--- config.mk ---
export PLATFORM = sky130hd
export DESIGN_NAME = sobel_window
export DESIGN_NICKNAME = d
export VERILOG_FILES = /design/src/rtl/sobel_window.sv
export SDC_FILE = /design/constraint.sdc
export NUM_CORES = 1
export LEC_CHECK = 0
export ABC_AREA = 1
export BUFFER_PORTS_ARGS = -buffer_cell sky130_fd_sc_hd__clkbuf_2
export CAP_MARGIN = 5
export CORE_ASPECT_RATIO = 0.75
export CORE_MARGIN = 8
export CORE_UTILIZATION = 52
export CTS_CLUSTER_SIZE = 28
export DETAILED_ROUTE_END_ITERATION = 8
export PLACE_DENSITY = 0.86
export SETUP_SLACK_MARGIN = 0.05
export SKIP_LAST_GASP = 1
export SYNTH_ARGS = -nofsm -noshare
export SYNTH_HDL_FRONTEND = slang
export SYNTH_SLANG_ARGS = --single-unit
--- constraint.sdc ---
create_clock -name clk -period 8.34 [get_ports clk]
set_clock_uncertainty 0.05 [all_clocks]
set_input_delay 1.251 -clock clk [delete_from_list [all_inputs] [get_ports clk]]
set_output_delay 1.251 -clock clk [all_outputs]
set_load 0.01 [all_outputs]
--- src/rtl/sobel_window.sv ---
// Streaming 3x3 neighbourhood generator feeding the sobel stage.
// Two shift-register line buffers plus a two-column history build each window; only in-image windows are emitted.
module sobel_window #(
    parameter int PIX_W = 8,
    parameter int IMG_W = 8,
    parameter int IMG_H = 8
) (
    input  logic             clk,
    input  logic             rst,
    input  logic             in_valid,
    input  logic             in_sof,
    input  logic [PIX_W-1:0] in_pix,
    output logic             out_valid,
    output logic             out_eof,
    output logic [PIX_W:0]   p0,
    output logic [PIX_W:0]   p1,
    output logic [PIX_W:0]   p2,
    output logic [PIX_W:0]   p3,
    output logic [PIX_W:0]   p5,
    output logic [PIX_W:0]   p6,
    output logic [PIX_W:0]   p7,
    output logic [PIX_W:0]   p8
);
    localparam int CW = $clog2(IMG_W);
    localparam int RW = $clog2(IMG_H);
    localparam logic [CW-1:0] COL_LAST = CW'(IMG_W - 1);
    localparam logic [RW-1:0] ROW_LAST = RW'(IMG_H - 1);

    logic [CW-1:0] r_col;
    logic [RW-1:0] r_row;
    logic [PIX_W-1:0] r_lb1 [IMG_W];
    logic [PIX_W-1:0] r_lb0 [IMG_W];
    // [1] holds column c-1, [0] holds column c-2 relative to the next pixel
    logic [1:0][PIX_W-1:0] r_top, r_mid, r_bot;
    logic r_valid, r_eof;
    logic [PIX_W-1:0] r_p0, r_p1, r_p2, r_p3, r_p5, r_p6, r_p7, r_p8;

    logic [CW-1:0] w_col;
    logic [RW-1:0] w_row;
    logic w_emit, w_last, w_acc;
    logic [PIX_W-1:0] w_lb1_tail, w_lb0_tail;

    // in_sof re-bases the current pixel to (0,0), abandoning any partial frame
    always_comb begin
        w_col      = in_sof ? '0 : r_col;
        w_row      = in_sof ? '0 : r_row;
        w_emit     = (w_row >= RW'(2)) && (w_col >= CW'(2));
        w_last     = (w_row == ROW_LAST) && (w_col == COL_LAST);
        w_acc      = in_valid && !rst;
        w_lb1_tail = r_lb1[IMG_W-1];
        w_lb0_tail = r_lb0[IMG_W-1];
    end

    // Line buffers and column history carry no reset; the counters gate out stale data.
    always_ff @(posedge clk) begin
        if (w_acc) begin
            r_lb1[0] <= in_pix;
            r_lb0[0] <= w_lb1_tail;
            for (int i = 1; i < IMG_W; i++) begin
                r_lb1[i] <= r_lb1[i-1];
                r_lb0[i] <= r_lb0[i-1];
            end
            r_top <= {w_lb0_tail, r_top[1]};
            r_mid <= {w_lb1_tail, r_mid[1]};
            r_bot <= {in_pix,     r_bot[1]};
        end
    end

    always_ff @(posedge clk) begin
        if (rst) begin
            r_col   <= '0;
            r_row   <= '0;
            r_valid <= 1'b0;
            r_eof   <= 1'b0;
            r_p0    <= '0;
            r_p1    <= '0;
            r_p2    <= '0;
            r_p3    <= '0;
            r_p5    <= '0;
            r_p6    <= '0;
            r_p7    <= '0;
            r_p8    <= '0;
        end else begin
            r_valid <= in_valid && w_emit;
            r_eof   <= in_valid && w_emit && w_last;
            if (in_valid) begin
                if (w_col == COL_LAST) begin
                    r_col <= '0;
                    r_row <= (w_row == ROW_LAST) ? '0 : w_row + 1'b1;
                end else begin
                    r_col <= w_col + 1'b1;
                    r_row <= w_row;
                end
                // Outputs only load on an emitted window so p* hold between windows
                if (w_emit) begin
                    r_p0 <= r_top[0];
                    r_p1 <= r_top[1];
                    r_p2 <= w_lb0_tail;
                    r_p3 <= r_mid[0];
                    r_p5 <= w_lb1_tail;
                    r_p6 <= r_bot[0];
                    r_p7 <= r_bot[1];
                    r_p8 <= in_pix;
                end
            end
        end
    end

    assign out_valid = r_valid;
    assign out_eof   = r_eof;
    assign p0 = {1'b0, r_p0};
    assign p1 = {1'b0, r_p1};
    assign p2 = {1'b0, r_p2};
    assign p3 = {1'b0, r_p3};
    assign p5 = {1'b0, r_p5};
    assign p6 = {1'b0, r_p6};
    assign p7 = {1'b0, r_p7};
    assign p8 = {1'b0, r_p8};
endmodule
Word level (Yosys, flattened, before mapping)

Memories as Yosys holds them, arrays and structs flattened.
Index checks and enable logic that the tools add are counted.

Memories kept: 2
Logic and storage cells: 40
Register bits after elaboration: 120
Bits in latches: 0
Output and inout port bits: 74
ROM bits: 0
Bits in writable memories: 128

Memory list:

| name  | words | width | rd ports | clocked after Yosys merged registers in | wr ports | line | source |
|---|---|---|---|---|---|---|---|
| r_lb0 | 8     | 8     | 8        | 0                                       | 8        | 32   | `logic [PIX_W-1:0] r_lb0 [IMG_W];` |
| r_lb1 | 8     | 8     | 8        | 0                                       | 8        | 31   | `logic [PIX_W-1:0] r_lb1 [IMG_W];` |

Add/subtract/negate cells: 2
Reduce and logical (&&, ||, !) cells: 7
Eq/ne operators: 2
Bitwise gates (word level): 0
Div/mod/pow operators: 0
Shifts and indexed selects: 0
Muxes and demuxes: 7
$lt $le $gt $ge: 2
Multipliers: 0

Operators with widths:

| cell                                                                  | number |
|---|---|
| 3-bit two-way mux                                                     | 5 |
| 3-bit by 1-bit adder with 3-bit output, second input constant         | 2 |
| 3-bit == test, second input constant                                  | 2 |
| 3-bit by 2-bit >= comparator with 1-bit output, second input constant | 2 |
| 1-bit logical AND                                                     | 5 |
| 1-bit two-way mux                                                     | 2 |
| 2-bit AND reduction                                                   | 1 |
| 1-bit zero test                                                       | 1 |

Depth between registers and ports, before layout

Word-level depth: 5
Depth in mapped cells: 12
Gate-level depth less buffers: 10

Least setup slack after synthesis

No wires, ideal clock.

Path type: in2reg
Start: input port in_valid
End: register r_bot[0] in the netlist's numbering (enable)
Path buffers: 2
Slack: -0.108 ns
Cell stages on the path: 4
Arrival: 7.749 ns
Data required time: 7.641 ns
Library setup time: 0.649 ns
Cell sequence: buf_2 clkbuf_1 inv_1 nor2_1

Longest elaborated chain between the ends: 1

Ends and longest elaborated chain:

| item                 | line | source |
|---|---|---|
| from (decl)          | 10   | `input logic in_valid,` |
| 1-bit logical AND    | 49   | `w_acc = in_valid && !rst;` |
| net w_acc            | 40   | `logic w_emit, w_last, w_acc;` |
| to (signal assigned) | 65   | `r_bot <= {in_pix, r_bot[1]};` |
| to (decl)            | 34   | `logic [1:0][PIX_W-1:0] r_top, r_mid, r_bot;` |

The timed path passes the listed nets, and every way through them passes these cells.
A chain may end at the register's enable or synchronous reset.

Worst setup path in the final report

Start: input port in_valid
End: register r_top[13] in the netlist's numbering (enable)

Longest elaborated chain between the ends: 1

Ends and longest elaborated chain:

| item                 | line | source |
|---|---|---|
| 1-bit logical AND    | 49   |  |
| net w_acc            | 40   |  |
| to (signal assigned) | 63   | `r_top <= {w_lb0_tail, r_top[1]};` |
| to (decl)            | 34   |  |

The timed path passes the listed nets, and every way through them passes these cells.

==> metrics list <==
- Run status: completed
* Worst-case setup slack after placement: between 4 and 5 ns
- Launch instance of the worst register-to-register path: r_col[1]
* Commonest cells after routing, fill and taps aside: 190 x sky130_fd_sc_hd__inv_1, 144 x sky130_fd_sc_hd__edfxtp_1, 139 x sky130_fd_sc_hd__nand2_1
- Across all layers, the routed design uses 4,917 vias.
- In this run the most critical hold path is launched from r_lb0[1][17].
* Clk Latency, worst-skew pair: about 0.5 ns
* Fill cell total of the finished layout: roughly 1,100
* Peak ir drop on the vdd network: 145 µV
- After synthesis the cells add up to between 0.008 and 0.009 mm².
* Fraction of layout cells with a size suffix above 1: 0.156
* Antenna cell count: 0
* Library cells used by synthesis: 21
- Once the clock tree was built, the resizer swapped 0 gates to a different size.
- For this block, the initial DRC count from the detailed router was a little over 400.
- Leaving out fill and tap cells, the most frequent cell in the layout is sky130_fd_sc_hd__inv_1.
- For this design, the sink count on the clock tree is approximately 220.
* Post-Synthesis Cells: ~760
- Residual DRC count: 0
- Clock transition at the register clock pins on the worst setup and hold paths after CTS: about 0.060 ns
- CTS built an H-tree with a depth of 1.
- Max Fanout on Critical Path: just over 80
* RSZ-0062 raised after global routing: no
- Hold_ws: about 0.36 ns
- The critical path in this run is classified as input port to flop.
* Cts-stage hold buffer count: 0
* Minimum clock period: between 3 and 4 ns
* Crit path setup slack, layout: 4.59 ns
- The routed design has 14.6 mm of wire.
- Input and output buffers added on the ports amount to 77.
* Final global-route overflow total: 0
- The first detailed-routing pass took 5 iterations.
- Pin count of the biggest net entering global routing: between 80 and 90
- Clock tree from TritonCTS: done
- Data on the critical path is required at its endpoint by 8.40 ns.
- In this run the clock root is driven by a sky130_fd_sc_hd__clkbuf_16.
- In the final timing run, aggregate negative setup slack is 0 ns.
* Signed area change from the synthesized netlist to the final layout: 13.9%
- The worst setup path is captured at a flop.
- For this run, the register share of the synthesized area comes to 0.709.
- For this configuration, the core starts out at a cell density of 0.532.
* Final net count: approximately 840
- Detailed placement ended at an HPWL of roughly 8.4 mm.
- In the global route stage, overall resource usage came out at 0.144.
- Setup violations remaining at the end of the flow were counted as 0.
- Hold WC Path Type: flop to flop
- Vias/cell: ~4.7
- In this run the static leakage power is a little over 4 nW.
* Critical Path Source Type: input port
* Top-level I/O count: 86
- Dividing the final minimum period by the clock period gives 0.449.
- Upper clock frequency limit: 267 MHz
* Max Root-Sink Buffers: 3
- Cell Rows: 39
* Area of combinational cells with multiple inputs: between 0.001 and 0.0015 mm²
* Antenna-violating nets left: 0
* Wire per inst: between 10 and 15 µm
- Wire length of the first global-routing pass: 23.9 mm
- The floorplan step set the die width to 160 µm.
- Final number of max-transition violations: 0
- Die Ht: roughly 120 µm
* Count of synthesis-stage warnings from yosys: 0
* Data arrival at the endpoint of the critical path: 3.80 ns
- Buffers inserted during post-CTS setup optimization: 0
* Power per standard cell area: about 230 mW/mm²
- Across the run, the number of max-cap violations was 0.
- Post-Layout Cell Count: roughly 1,000
- Cell count after placement: around 1,000
- The die covers approximately 0.02 mm².
- The number of endpoints with negative hold slack in the final report came to 0.
- The number of antenna violations at the first check in global routing is 0.
* Slew @ Worst Pin: 1.18 ns
* Startpoint of the worst setup timing path: in_valid
* Final weighted congestion in routability-driven placement: about 0.75
- Each instance of the synthesized netlist takes up on average ~11 µm².
* Vias in the first global route: between 4,000 and 5,000
* Number of storage elements in the synthesis netlist: ~220
- Area of the placeable core: 0.0153 mm²
* TritonCTS buffer count: 21
* Slew HR: 0.210
- The sequential cells in the finished layout cover a total of a little under 0.006 mm².
[path summary, 6_finish.rpt]
check / end / slack, ns / depth (start not counted)
setup / recovery: r_top[13] / 4.59 / 6
hold / removal: r_lb0[1][25] / 0.36 / 0
setup reg to reg: r_p3[2] / 5.38 / 11
hold reg to reg: r_lb0[1][25] / 0.36 / 0
[power by group]
part | switching, mW | internal [mW] | leakage, nW
clock network | 0.388 | 0.520 | 0.328
logic | 0.0484 | 0.0110 | 1.84
registers | 0.0105 | 1.17 | 1.93
[registers in the layout, summed over array words and instances (netlist names), 8 cells and up]
register,cells
r_p3,8
r_p8,8
r_p2,8
r_lb0,50
r_bot,14
r_lb1,50
r_top,16
r_p1,8
r_p0,8
r_p5,8
r_mid,14
r_p6,8
r_p7,8
[cell usage after synthesis]
cell	n	share of area
sky130_fd_sc_hd__a21oi_1	4	0.0025
sky130_fd_sc_hd__a22oi_1	1	0.00092
sky130_fd_sc_hd__buf_1	7	0.0032
sky130_fd_sc_hd__buf_2	18	0.011
sky130_fd_sc_hd__buf_4	8	0.0074
sky130_fd_sc_hd__buf_6	5	0.0069
sky130_fd_sc_hd__clkbuf_1	6	0.0028
sky130_fd_sc_hd__conb_1	1	0.00046
sky130_fd_sc_hd__dfxtp_1	72	0.18
sky130_fd_sc_hd__edfxtp_1	144	0.53
sky130_fd_sc_hd__ha_1	6	0.0092
sky130_fd_sc_hd__inv_1	191	0.088
sky130_fd_sc_hd__inv_2	12	0.0055
sky130_fd_sc_hd__nand2_1	139	0.064
sky130_fd_sc_hd__nand3_2	2	0.0025
sky130_fd_sc_hd__nand3b_1	1	0.00092
sky130_fd_sc_hd__nand4_1	64	0.049
sky130_fd_sc_hd__nor2_1	69	0.032
sky130_fd_sc_hd__nor3_1	1	0.00062
sky130_fd_sc_hd__o21ai_0	4	0.0025
sky130_fd_sc_hd__or2_2	1	0.00077
[per-stage QoR]
| step | total power, mW | instance area, µm² | util |
|---|---|---|---|
| after floorplan | 1.25 | 8160 | - |
| after global placement | 1.26 | 8590 | 0.563 |
| after detailed placement | 1.26 | 8590 | 0.563 |
| after CTS | 2.17 | 9260 | 0.606 |
| after global routing | 2.22 | 9260 | 0.606 |
| final | 2.15 | 9260 | 0.606 |
[metal layers]
layer,wire length (µm),global-route usage,vias to the layer above,share of wire
met1,6750,0.190,2286,0.46
met2,6790,0.229,134,0.46
met4,231,0.0400,0,0.016
met3,860,0.0393,23,0.059
li1,-,-,2474,-
met5,0,0,-,0
[layout make-up]
class,instances,area share
flip-flops and latches,216,0.623
repair buffers,83,0.0465
clock buffers,29,0.0622
clock inverters,9,0.00946
multi-input cells,300,0.149
well taps,205,0.0277
inverters,203,0.0823
[worst max-delay path, cell delays in order]
cell and delay (ns):
sky130_fd_sc_hd__clkbuf_2 0.07, sky130_fd_sc_hd__buf_4 0.62, sky130_fd_sc_hd__inv_1 0.20, sky130_fd_sc_hd__nor2_4 0.11
sky130_fd_sc_hd__buf_4 0.61, sky130_fd_sc_hd__buf_4 0.84
[cell families after synthesis]
group,Yosys count,synth area share
compound gates,9,0.00585
fa+ha+maj,6,0.00923
buf+inv,247,0.125
flops,216,0.709
other cells,1,0.000461
simple gates,277,0.150
(Power assumes the default switching activity.)
